$ cat src/rtl/a51_pkg.sv
// Shared constants, state encoding and majority helper for the A5/1 keystream block.
package a51_pkg;

  localparam int KEY_W      = 64;
  localparam int FRAME_W    = 22;
  localparam int MIX_CYCLES = 100;
  localparam int KS_LEN     = 228;

  localparam int CNT_W  = 8;
  localparam int KEY_IDX_W   = $clog2(KEY_W);
  localparam int FRAME_IDX_W = $clog2(FRAME_W);

  // Terminal counts; MIX runs one extra step to expose the first output bit.
  localparam logic [CNT_W-1:0] KEY_LAST   = CNT_W'(KEY_W - 1);
  localparam logic [CNT_W-1:0] FRAME_LAST = CNT_W'(FRAME_W - 1);
  localparam logic [CNT_W-1:0] MIX_LAST   = CNT_W'(MIX_CYCLES);
  localparam logic [CNT_W-1:0] KS_LAST    = CNT_W'(KS_LEN - 1);

  localparam int R1_LEN = 19;
  localparam int R2_LEN = 22;
  localparam int R3_LEN = 23;

  localparam logic [R1_LEN-1:0] R1_TAPS = 19'h72000;
  localparam logic [R2_LEN-1:0] R2_TAPS = 22'h300000;
  localparam logic [R3_LEN-1:0] R3_TAPS = 23'h700080;

  localparam int R1_CLK = 8;
  localparam int R2_CLK = 10;
  localparam int R3_CLK = 10;

  typedef enum logic [2:0] {
    IDLE,
    LOAD_KEY,
    LOAD_FRAME,
    MIX,
    GEN
  } state_t;

  function automatic logic maj3(input logic a, input logic b, input logic c);
    return (a & b) | (a & c) | (b & c);
  endfunction

endpackage

$ cat src/rtl/a51_lfsr.sv
// One A5/1 shift register: clear, step with tap feedback, optional injected bit.
module a51_lfsr
  import a51_pkg::*;
#(
  parameter int              LEN      = 19,
  parameter logic [LEN-1:0]  TAP_MASK = {LEN{1'b0}},
  parameter int              CLK_BIT  = 8
) (
  input  logic clk,
  input  logic rst_n,
  input  logic clear,
  input  logic step,
  input  logic inject,
  output logic msb,
  output logic clk_tap
);

  logic [LEN-1:0] value;
  logic           fb;

  assign fb      = (^(value & TAP_MASK)) ^ inject;
  assign msb     = value[LEN-1];
  assign clk_tap = value[CLK_BIT];

  // Clear wins over step so a burst restart always begins from all-zero.
  always_ff @(posedge clk or negedge rst_n) begin
    if (!rst_n) begin
      value <= '0;
    end else if (clear) begin
      value <= '0;
    end else if (step) begin
      value <= {value[LEN-2:0], fb};
    end
  end

endmodule

$ cat src/rtl/a51_keystream_ctrl.sv
// A5/1 burst sequencer: key load, frame load, mixing, then KS_LEN keystream bits.
// Build option A51_FRAME_AUTOINC_EN: back-to-back bursts with frame+1 while start is held.
module a51_keystream_ctrl
  import a51_pkg::*;
(
  input  logic               clk,
  input  logic               rst_n,
  input  logic               start,
  input  logic [KEY_W-1:0]   key,
  input  logic [FRAME_W-1:0] frame,
  output logic               busy,
  output logic               ks_bit,
  output logic               ks_valid,
  input  logic               ks_ready,
  output logic               done,
  output logic [FRAME_W-1:0] frame_cur
);

  // Stream contract: ks_bit is transferred on a rising edge where ks_valid and
  // ks_ready are both high; while ks_valid=1 and ks_ready=0 the bit holds and
  // ks_valid stays asserted.

  state_t             state, state_nxt;
  logic [CNT_W-1:0]   cnt, cnt_nxt;
  logic [KEY_W-1:0]   key_q;

  logic regular, irregular, inject, clear, accept, last_hs;
  logic m;
  logic r1_msb, r2_msb, r3_msb;
  logic r1_clk, r2_clk, r3_clk;
  logic r1_step, r2_step, r3_step;
`ifdef A51_FRAME_AUTOINC_EN
  logic reload;
`endif

  assign m       = maj3(r1_clk, r2_clk, r3_clk);
  assign r1_step = regular | (irregular & (r1_clk == m));
  assign r2_step = regular | (irregular & (r2_clk == m));
  assign r3_step = regular | (irregular & (r3_clk == m));

  always_comb begin
    state_nxt = state;
    cnt_nxt   = cnt;
    regular   = 1'b0;
    irregular = 1'b0;
    inject    = 1'b0;
    clear     = 1'b0;
    accept    = 1'b0;
    last_hs   = 1'b0;
`ifdef A51_FRAME_AUTOINC_EN
    reload    = 1'b0;
`endif
    case (state)
      IDLE: begin
        if (start) begin
          accept    = 1'b1;
          clear     = 1'b1;
          cnt_nxt   = '0;
          state_nxt = LOAD_KEY;
        end
      end
      LOAD_KEY: begin
        regular = 1'b1;
        inject  = key_q[cnt[KEY_IDX_W-1:0]];
        if (cnt == KEY_LAST) begin
          cnt_nxt   = '0;
          state_nxt = LOAD_FRAME;
        end else begin
          cnt_nxt = cnt + CNT_W'(1);
        end
      end
      LOAD_FRAME: begin
        regular = 1'b1;
        inject  = frame_cur[cnt[FRAME_IDX_W-1:0]];
        if (cnt == FRAME_LAST) begin
          cnt_nxt   = '0;
          state_nxt = MIX;
        end else begin
          cnt_nxt = cnt + CNT_W'(1);
        end
      end
      MIX: begin
        irregular = 1'b1;
        if (cnt == MIX_LAST) begin
          cnt_nxt   = '0;
          state_nxt = GEN;
        end else begin
          cnt_nxt = cnt + CNT_W'(1);
        end
      end
      GEN: begin
        if (ks_ready) begin
          irregular = 1'b1;
          if (cnt == KS_LAST) begin
            last_hs   = 1'b1;
            cnt_nxt   = '0;
            state_nxt = IDLE;
`ifdef A51_FRAME_AUTOINC_EN
            if (start) begin
              reload    = 1'b1;
              clear     = 1'b1;
              state_nxt = LOAD_KEY;
            end
`endif
          end else begin
            cnt_nxt = cnt + CNT_W'(1);
          end
        end
      end
      default: begin
        state_nxt = IDLE;
        cnt_nxt   = '0;
      end
    endcase
  end

  always_ff @(posedge clk or negedge rst_n) begin
    if (!rst_n) begin
      state     <= IDLE;
      cnt       <= '0;
      key_q     <= '0;
      frame_cur <= '0;
      done      <= 1'b0;
    end else begin
      state <= state_nxt;
      cnt   <= cnt_nxt;
      done  <= last_hs;
      if (accept) begin
        key_q     <= key;
        frame_cur <= frame;
      end
`ifdef A51_FRAME_AUTOINC_EN
      else if (reload) begin
        frame_cur <= frame_cur + FRAME_W'(1);
      end
`endif
    end
  end

  assign busy     = (state != IDLE);
  assign ks_valid = (state == GEN);
  assign ks_bit   = ks_valid & (r1_msb ^ r2_msb ^ r3_msb);

  a51_lfsr #(.LEN(R1_LEN), .TAP_MASK(R1_TAPS), .CLK_BIT(R1_CLK)) u_r1 (
    .clk(clk), .rst_n(rst_n), .clear(clear), .step(r1_step), .inject(inject),
    .msb(r1_msb), .clk_tap(r1_clk)
  );

  a51_lfsr #(.LEN(R2_LEN), .TAP_MASK(R2_TAPS), .CLK_BIT(R2_CLK)) u_r2 (
    .clk(clk), .rst_n(rst_n), .clear(clear), .step(r2_step), .inject(inject),
    .msb(r2_msb), .clk_tap(r2_clk)
  );

  a51_lfsr #(.LEN(R3_LEN), .TAP_MASK(R3_TAPS), .CLK_BIT(R3_CLK)) u_r3 (
    .clk(clk), .rst_n(rst_n), .clear(clear), .step(r3_step), .inject(inject),
    .msb(r3_msb), .clk_tap(r3_clk)
  );

endmodule

$ cat config.mk
export PLATFORM = sky130hd
export DESIGN_NAME = a51_keystream_ctrl
export DESIGN_NICKNAME = d
export VERILOG_FILES = /design/src/rtl/a51_pkg.sv /design/src/rtl/a51_lfsr.sv /design/src/rtl/a51_keystream_ctrl.sv
export SDC_FILE = /design/constraint.sdc
export NUM_CORES = 1
export LEC_CHECK = 0
export BUFFER_PORTS_ARGS = -buffer_cell sky130_fd_sc_hd__buf_2
export CORE_MARGIN = 1
export CORE_UTILIZATION = 50
export DETAILED_ROUTE_END_ITERATION = 6
export HOLD_SLACK_MARGIN = 0.15
export PLACE_DENSITY = 0.77
export SYNTH_ARGS = -nofsm -noshare
export SYNTH_HDL_FRONTEND = slang
export SYNTH_SLANG_ARGS = --single-unit
$ cat constraint.sdc
create_clock -name clk -period 3.7 [get_ports clk]
set_input_delay 1.11 -clock clk [delete_from_list [all_inputs] [get_ports clk]]
set_output_delay 1.11 -clock clk [all_outputs]
set_load 0.05 [all_outputs]
# Word-level counts from Yosys, hierarchy flattened
# Index checks and enable logic that the tools add are counted.
[totals] regBits=162 out_inout_bits=26 elab_cells=89
[op_classes] n_eq_ne=17 n_bitwise=17 magnitude_cmp=2 reduce_logical=11 n_addsub=1 mux=33
[ops] cell="$mux W8" count=6
[ops] cell="$mux W23" count=2
[ops] cell="$mux W22" count=2
[ops] cell="$pmux W8 S5" count=1
[ops] cell="$mux W19" count=2
[ops] cell="$reduce_xor A23 Y1" count=1
[ops] cell="$reduce_xor A22 Y1" count=1
[ops] cell="$reduce_xor A19 Y1" count=1
[ops] cell="$mux W3" count=6
[ops] cell="$pmux W3 S5" count=1
[ops] cell="$mux W1" count=9
[ops] cell="$add A8 B1 Y8 const B" count=1
[ops] cell="$eq A8 B5 Y1 const B" count=1
[ops] cell="$eq A8 B6 Y1 const B" count=1
[ops] cell="$eq A8 B7 Y1 const B" count=1
[ops] cell="$eq A8 B8 Y1 const B" count=1
[ops] cell="$ne A2 B2 Y1 const B" count=4
[ops] cell="$and A1 B1 Y1" count=7
[ops] cell="$lt A6 B7 Y1 const B" count=1
[ops] cell="$bmux W1 S6" count=1
[ops] cell="$eq A3 B2 Y1 const B" count=2
[ops] cell="$lt A5 B6 Y1 const B" count=1
[ops] cell="$reduce_and A6 Y1" count=1
[ops] cell="$reduce_bool A2 Y1" count=3
[ops] cell="other kinds (12)" count=24

# Depth between registers and ports, before layout
# Gate-level depths: netlist of run 1.
[depth] ltp_word=8 depth_mapped=13 depth_no_buf=9

# Hierarchy
# From an unflattened synthesis of run 1, not the netlist that was laid out.
[unflattened] hier_cells=581 area_unflattened_um2=7529.7
[by_module_without_submodules] mod="a51_keystream_ctrl" area_per_inst_um2=4837.1 instances=1 seq_area_each_um2=2452.4 cells_per_inst=364
[by_module_without_submodules] mod="a51_lfsr (u_r3)" area_per_inst_um2=968.4 instances=1 seq_area_each_um2=575.6 cells_per_inst=79
[by_module_without_submodules] mod="a51_lfsr (u_r2)" area_per_inst_um2=914.6 instances=1 seq_area_each_um2=550.5 cells_per_inst=72
[by_module_without_submodules] mod="a51_lfsr (u_r1)" area_per_inst_um2=809.5 instances=1 seq_area_each_um2=475.5 cells_per_inst=66

# Worst setup path after synthesis of run 1
# No wires, ideal clock.
[synth_path] path_kind="reg2out" startpoint="register state[2]" endpoint="output port ks_bit" path_slack_ns=1.186 path_stages_with_launch=4 required_time_ns=2.590 arrival_ns=1.404 path_cell_list="dfrtp_1 clkbuf_1 nand3_1 nor2_1"
[synth_between] elab_chain_cells=2
[synth_rtl] item="start: declaration" line="a51_keystream_ctrl.sv:23" text="state_t state, state_nxt;"
[synth_rtl] item="start signal: assignment" line="a51_keystream_ctrl.sv:125" text="state <= state_nxt;"
[synth_rtl] item="$eq A3 B3 Y1" line="a51_keystream_ctrl.sv:141" text="assign ks_valid = (state == GEN);"
[synth_rtl] item="$and A1 B1 Y1" line="a51_keystream_ctrl.sv:142" text="assign ks_bit = ks_valid & (r1_msb ^ r2_msb ^ r3_msb);"
[synth_rtl] item="end: declaration" line="a51_keystream_ctrl.sv:12" text="output logic ks_bit,"
# No other way between the ends.

# Worst setup path in the final report of run 1
[layout_path] startpoint="register state[1]" endpoint="output port busy"
[layout_between] elab_chain_cells=1
[layout_rtl] item="$reduce_bool A3 Y1" line="a51_keystream_ctrl.sv:140" text="assign busy = (state != IDLE);"
[layout_rtl] item="end: declaration" line="a51_keystream_ctrl.sv:11" text="output logic busy,"
# No other way between the ends.

==> results of run 1 <==
[per-stage QoR]
step                      power, mW  instance area (um2)
after global routing           8.65                 8780
final                          8.06                 8780
after floorplan                5.48                 7460
after CTS                      8.10                 8780
after detailed placement       6.28                 8170
after global placement         6.18                 8170
[synthesized netlist by cell type (4+ instances only)]
| cell | number |
|---|---|
| dfrtp_1 | 162 |
| buf_1 | 7 |
| nor4_1 | 4 |
| xnor2_1 | 8 |
| a22oi_1 | 12 |
| mux2i_1 | 20 |
| o31ai_1 | 9 |
| buf_2 | 5 |
| inv_1 | 6 |
| nor2_1 | 9 |
| clkbuf_1 | 36 |
| nand3_1 | 7 |
| nand2_1 | 398 |
| o21ai_1 | 71 |
| a21oi_1 | 6 |
| mux4_2 | 10 |
| nor2b_1 | 5 |
[cells by family (layout without fill, tap and decap cells)]
logic type,after synthesis,count (layout),share of synthesized area [%]
buf+inv,63,168,3.76
flops,162,162,54.3
simple gates,443,443,23.5
xor+xnor,9,9,1.06
compound gates,121,121,10.3
mux,33,33,6.56
fa+ha+maj,3,3,0.503
[final timing paths]
path | from | slack, ns | to | depth (start not counted)
max in group asynchronous | rst_n | 2.13 | key_q[30] | 2
hold / removal | key_q[19] | 0.47 | key_q[19] | 2
setup / recovery | state[1] | 0.76 | busy | 3
hold reg to reg | key_q[19] | 0.47 | key_q[19] | 2
min in group asynchronous | rst_n | 0.67 | u_r1.value[3] | 1
setup reg to reg | cnt[0] | 0.90 | cnt[3] | 8
[power groups by stage]
stage	sequential [mW]	combinational [mW]	clock, mW
6_report	3.10	3.17	1.79
5_1_grt	3.20	3.55	1.90
4_1_cts	3.10	3.19	1.82
3_5_place_dp	3.12	3.17	0
3_3_place_gp	3.10	3.08	0
2_1_floorplan	3.25	2.22	0
[state kept, by name, summed over array words and instances (netlist names)]
signal      count
done            1
cnt             8
state           3
u_r2.value     22
key_q          64
u_r1.value     19
frame_cur      22
u_r3.value     23
[tightest hold or removal path: stages, from the launching register on]
cell	delay, ns
dfrtp_1	0.33
nand2_1	0.05
nand2_1	0.05
[per-layer routing]
layer / track usage [%] / routed length (um) / up-vias
met5: 0 / 0 / -
met4: 7.51 / 269 / 0
met3: 6.36 / 1010 / 20
met2: 33.8 / 7420 / 181
met1: 34.3 / 7590 / 2812
li1: - / - / 2935
[final cells by class]
type	instances	area share, %
repair buffers	127	7.94
well taps	184	2.62
inverters	9	0.385
multi-input cells	609	36.0
clock buffers	23	5.44
flip-flops and latches	162	46.2
clock inverters	9	1.47
==> impl_metrics.yaml, run 1 <==
status:
  outcome: "finished, final reports clean"
logic_synthesis:
  netlist_instances: 834
  async_flop_share_pct: 100
  synth_cell_type_count: 54
  syn-num-nets: 927
  synth.cell_area_um2: 7460
  yosys_most_used_dff: "dfrtp_1"
  synth_top_area_share_pct: 54.3
  synth_seq_area_share_pct: 54.3
  avgSynthCellArea_um2: 8.95
  ys_warn_count: 0
  netlist.top_cell.by_area: "dfrtp_1"
  synth-edff-count: 0
  ys_seq_elements: 162
  synth_area_leaders: "dfrtp_1 (54%), nand2_1 (20%), o21ai_1 (4.8%)"
detailed_routing:
  remaining_drc_errors: 0
  wl_um: 16300
  viasPerCell: 5.30
  drtIter0Drc: 594
  wire_per_inst_um: 14.5
  vias: 5948
  first_pass_iters: 5
  drtAntennaViolNets: 0
sta:
  max_freq_ghz: 0.340
  fin_crit_ns: 2.94
  finalHoldViolations: 0
  finalMaxSlewViolations: 0
  setup_viol: 0
  finalCritPeriodShare_pct: 79.5
  setup_tns_ns: 0
  fin_hold_ws_ns: 0.467
  rsz0062_at_grt: "false"
  setup_ws_ns: 0.759
  max_slew_margin_pct: 39.3
  worstMarginPinSlew_ns: 0.910
  skew_ns: 0.00723
power:
  switching_share_pct: 41.0
  p_seq_share_pct: 38.5
  clkPwrFrac_pct: 22.2
  switchingPower_mw: 3.31
  powerDensity_nw_per_um2: 918
  p_leak_nw: 4.31
  power_frac_comb_pct: 39.3
  irDropWorstVdd_uv: 742
  p_int_mw: 4.75
cells_and_area:
  multi_input_area_um2: 3160
  nNetsFinal: 1019
  final_util_pct: 60.4
  layout_common_cells: "nand2_1 (397), dfrtp_1 (161), buf_2 (114)"
  seq_area_um2: 4060
  areaGrowthSynthToFinish_pct: 17.7
  antenna-diode-count: 0
  final_common_cell: "nand2_1"
  drive_above_1_share_pct: 19.1
  fillers: 1242
  instances_no_fill: 1123
placement:
  place_hpwl_um: 11000
  portBuffers: 115
  post-place-ws_ns: 0.869
  finalWeightedCongestion: 0.851
  placed_cells: 1091
run:
  maxCapViolations: 0
global_routing:
  grt_pass1_vias: 5642
  grt_pass1_wl_um: 27600
  antenna_found_initial: 0
  grt_max_degree: 75
  grt-ovfl-total: 0
  grt_use_total_pct: 23.4
clocking:
  clk_path_buf_depth: 2
  tritoncts: "yes"
  clkLatencyLatePin_ns: 0.42
  cts_root_buf: "clkbuf_16"
  clock_sinks: 162
  post_cts_buffers: 0
  cts_resized: 0
  cts_buffers: 17
  cts_hold_buffers: 0
  htree_levels: 4
  clk_pin_slew_ns: 0.06
worst_setup_path:
  crit_slowest_cell: "dfrtp_1"
  cp_num_buf_inv: 2
  max_stage_delay_ns: 0.53
  worstSetupPathType: "flop to output pin"
  cp.required_ns: 2.59
  worstPathArrival_ns: 1.83
  critPathCaptureType: "output pin"
  critPathTopFamily: "flip-flops"
  crit_fanout: 12
  cp_cell_sequence: "nor3_1, inv_1, buf_2"
  start_kind: "flop"
floorplan:
  core_um2: 14500
  ios: 116
  start_util_pct: 51.3
  die_h_um: 124
  core.rowCount: 44
  die_w_um: 124
  die-area_um2: 15400
worst_hold_path:
  hold_path.class: "flop to flop"
Note: power is estimated with default switching activity, not from simulation.
==> inputs of run 2 (changes only) <==
Clock period 3.7 ns to 2.8 ns, I/O delays scaled along.
==> impl_metrics.yaml, run 2 (synthesis results as in run 1) <==
clocking:
  clkLatencyLatePin_ns: 0.43
  clk_pin_slew_ns: 0.06
  clock_sinks: 162
  post_cts_buffers: 0
  clk_path_buf_depth: 2
  cts_root_buf: "clkbuf_16"
  htree_levels: 4
  cts_buffers: 17
  tritoncts: "yes"
  cts_hold_buffers: 0
  cts_resized: 0
worst_hold_path:
  hold_path.class: "input port to asynchronous set/reset pin"
cells_and_area:
  largest_reg_flops: 64
  antenna-diode-count: 0
  layout_common_cells: "nand2_1 (397), dfrtp_1 (161), buf_2 (114)"
  areaGrowthSynthToFinish_pct: 19.2
  drive_above_1_share_pct: 20.3
  reg_top3: "key_q x64, u_r3.value x23"
  top_register: "key_q"
  final_common_cell: "nand2_1"
  finalInstanceArea_um2: 8890
  nNetsFinal: 1030
worst_setup_path:
  worstPathArrival_ns: 1.84
  start_kind: "flop"
  max_stage_delay_ns: 0.52
  cp_num_buf_inv: 2
  critPathTopFamily: "flip-flops"
  critPathCaptureType: "output pin"
  crit_slowest_cell: "dfrtp_1"
  cp.required_ns: 1.96
  worstSetupPathType: "flop to output pin"
  crit_fanout: 12
  cp_cell_sequence: "nor3_1, inv_1, buf_2"
floorplan:
  die-area_um2: 15400
  core_um2: 14500
  start_util_pct: 51.3
  core.rowCount: 44
  die_w_um: 124
  ios: 116
  die_h_um: 124
power:
  p_leak_nw: 4.38
  irDropWorstVdd_uv: 812
  powerDensity_nw_per_um2: 1200
sta:
  finalMaxSlewViolations: 0
  setup_viol: 0
  rsz0062_at_grt: "false"
  max_slew_margin_pct: 50.8
  finalHoldViolations: 0
  max_freq_ghz: 0.374
  worstMarginPinSlew_ns: 0.733
  setup_tns_ns: 0
  fin_hold_ws_ns: 0.381
  skew_ns: 0.0102
  finalCritPeriodShare_pct: 95.6
  fin_crit_ns: 2.68
status:
  outcome: "finished, final reports clean"
placement:
  finalWeightedCongestion: 0.851
  place_area_um2: 8320
  place_hpwl_um: 10900
  portBuffers: 115
detailed_routing:
  drtIter0Drc: 590
  remaining_drc_errors: 0
  viasPerCell: 5.26
  vias: 5963
  first_pass_iters: 5
  wl_um: 16300
  wire_per_inst_um: 14.4
  drtAntennaViolNets: 0
run:
  maxCapViolations: 0
global_routing:
  grt_max_degree: 57
  antenna_found_initial: 0
  grt-ovfl-total: 0
  grt_pass1_vias: 5549
  grt_use_total_pct: 23.1
  grt_pass1_wl_um: 27300
-- run 2: worst paths after layout --
path	startpoint	endpoint	slack, ns	depth (start not counted)
worst max register to register	cnt[0]	state[2]	0.24	8
worst max-delay path	state[1]	busy	0.12	3
worst min register to register	key_q[53]	key_q[53]	0.47	2
worst min-delay path	rst_n	u_r1.value[11]	0.38	1
min in group clk	key_q[53]	key_q[53]	0.47	2
max in group asynchronous	rst_n	frame_cur[12]	1.74	2
-- run 2: final cells by class --
class	instances	area, um2
inverters	9	33.8
repair buffers	138	842
flip-flops and latches	162	4060
clock inverters	14	136
clock buffers	18	439
multi-input cells	609	3160
well taps	184	230
fillers	1253	5640
-- run 2: report_power, final --
group	switching [mW]	internal, mW	total [mW]
registers	0.709	3.32	4.03
clock network	1.04	1.20	2.24
logic	2.81	1.63	4.44
total	4.56	6.15	10.7
-- run 2: per-stage QoR --
| stage | cells | utilization (%) | power (mW) | setup slack, ns |
|---|---|---|---|---|
| 3_5_place_dp | 1102 | 57.2 | 8.48 | 0.283 |
| 5_1_grt | 1134 | 61.2 | 11.5 | 0.0145 |
| 6_report | 1134 | 61.2 | 10.7 | 0.124 |
| 4_1_cts | 1134 | 61.2 | 10.8 | 0.131 |
| 3_3_place_gp | 1102 | 57.2 | 8.35 | 0.320 |
| 2_1_floorplan | 834 | - | 7.24 | 0.556 |
-- run 2: routing by layer --
layer	GRT usage, %	wire, um	vias up
met5	0	0	-
met3	5.08	902	16
met1	34.0	7650	2805
met2	34.6	7580	191
li1	-	-	2951
met4	6.25	195	0
==> inputs of run 3 (changes only) <==
Settings changed: CORE_ASPECT_RATIO from default to 0.5.
==> impl_metrics.yaml, run 3 (synthesis results as in run 1) <==
worst_setup_path:
  cp.required_ns: 1.96
  worstSetupPathType: "flop to output pin"
  cp_num_buf_inv: 2
  crit_slowest_cell: "dfrtp_1"
  start_kind: "flop"
  max_stage_delay_ns: 0.55
  critPathTopFamily: "flip-flops"
  critPathCaptureType: "output pin"
  worstPathArrival_ns: 1.93
  crit_fanout: 12
  cp_cell_sequence: "inv_1, nand3_1, nor2_1, clkbuf_4"
cells_and_area:
  final_common_cell: "nand2_1"
  nNetsFinal: 1030
  reg_top3: "key_q x64, u_r3.value x23"
  largest_reg_flops: 64
  layout_common_cells: "nand2_1 (397), dfrtp_1 (161), buf_2 (113)"
  instances_no_fill: 1147
  drive_above_1_share_pct: 20.2
  antenna-diode-count: 0
  finalInstanceArea_um2: 8990
  top_register: "key_q"
  fillers: 1183
  areaGrowthSynthToFinish_pct: 20.5
placement:
  place_hpwl_um: 11700
  place_area_um2: 8300
  finalWeightedCongestion: 0.887
  placed_cells: 1116
  portBuffers: 115
detailed_routing:
  wl_um: 17600
  wire_per_inst_um: 15.3
  drtAntennaViolNets: 0
  first_pass_iters: 5
  viasPerCell: 5.31
  vias: 6090
  drtIter0Drc: 450
  remaining_drc_errors: 0
sta:
  fin_hold_ws_ns: 0.395
  setup_tns_ns: 0
  rsz0062_at_grt: "false"
  max_freq_ghz: 0.361
  max_slew_margin_pct: 57.4
  skew_ns: 0.00943
  finalCritPeriodShare_pct: 99.0
  setup_viol: 0
  fin_crit_ns: 2.77
  finalHoldViolations: 0
  worstMarginPinSlew_ns: 0.636
  finalMaxSlewViolations: 0
clocking:
  clk_path_buf_depth: 2
  cts_buffers: 17
  post_cts_buffers: 0
  cts_root_buf: "clkbuf_16"
  clkLatencyLatePin_ns: 0.42
  cts_resized: 0
  htree_levels: 4
  cts_hold_buffers: 0
  clk_pin_slew_ns: 0.06
  clock_sinks: 162
  tritoncts: "yes"
global_routing:
  grt_pass1_vias: 5913
  busiest_layer: "met2"
  gr-usage-met3_pct: 3.61
  grt-ovfl-total: 0
  gr-usage-met2_pct: 38.7
  grt.met1_usage_pct: 32.8
  grt_use_total_pct: 23.8
  grt_max_degree: 87
  grt_pass1_wl_um: 29000
  antenna_found_initial: 0
power:
  irDropWorstVdd_uv: 670
  p_leak_nw: 4.42
  powerDensity_nw_per_um2: 1250
floorplan:
  die_h_um: 88.4
  die-area_um2: 15400
  ios: 116
  start_util_pct: 51.4
  core_um2: 14500
  die_w_um: 175
  core.rowCount: 31
worst_hold_path:
  hold_path.class: "input port to asynchronous set/reset pin"
run:
  maxCapViolations: 0
status:
  outcome: "finished, final reports clean"
[run 3: where the power goes]
part           switching (mW)  total (mW)  internal [mW]
clock                   0.976        2.70           1.73
combinational            2.85        4.44           1.59
sequential              0.744        4.06           3.32
total                    4.57        11.2           6.63
[run 3: layer usage]
layer / routed length [um] / vias up
met5: 0 / -
li1: - / 2950
met1: 8030 / 2937
met4: 246 / 0
met3: 901 / 22
met2: 8420 / 181
[run 3: final timing paths]
check / cells after the start / slack (ns) / to / startpoint
max: 4 / 0.03 / ks_bit / state[1]
min: 1 / 0.40 / frame_cur[5] / rst_n
max reg2reg: 9 / 0.26 / cnt[6] / cnt[1]
min reg2reg: 2 / 0.47 / key_q[12] / key_q[12]
max in group asynchronous: 2 / 1.67 / key_q[38] / rst_n
min in group clk: 2 / 0.47 / key_q[12] / key_q[12]
[run 3: final cells by class]
cell class	instances	area, um2	area share [%]
Timing Repair Buffer	138	820	9.11
Inverter	9	33.8	0.376
Sequential cell	162	4060	45.1
Clock buffer	20	457	5.08
Clock inverter	11	225	2.50
Tap cell	198	248	2.75
Multi-Input combinational cell	609	3150	35.1
[run 3: metrics by stage]
step | worst slack (ns) | utilization [%] | power [mW]
final | 0.0290 | 62.0 | 11.2
after global routing | 0.00580 | 62.0 | 11.9
after CTS | 0.0441 | 61.9 | 11.2
after detailed placement | 0.341 | 57.2 | 8.45
after global placement | 0.468 | 57.2 | 8.25
after floorplan | 0.556 | - | 7.24
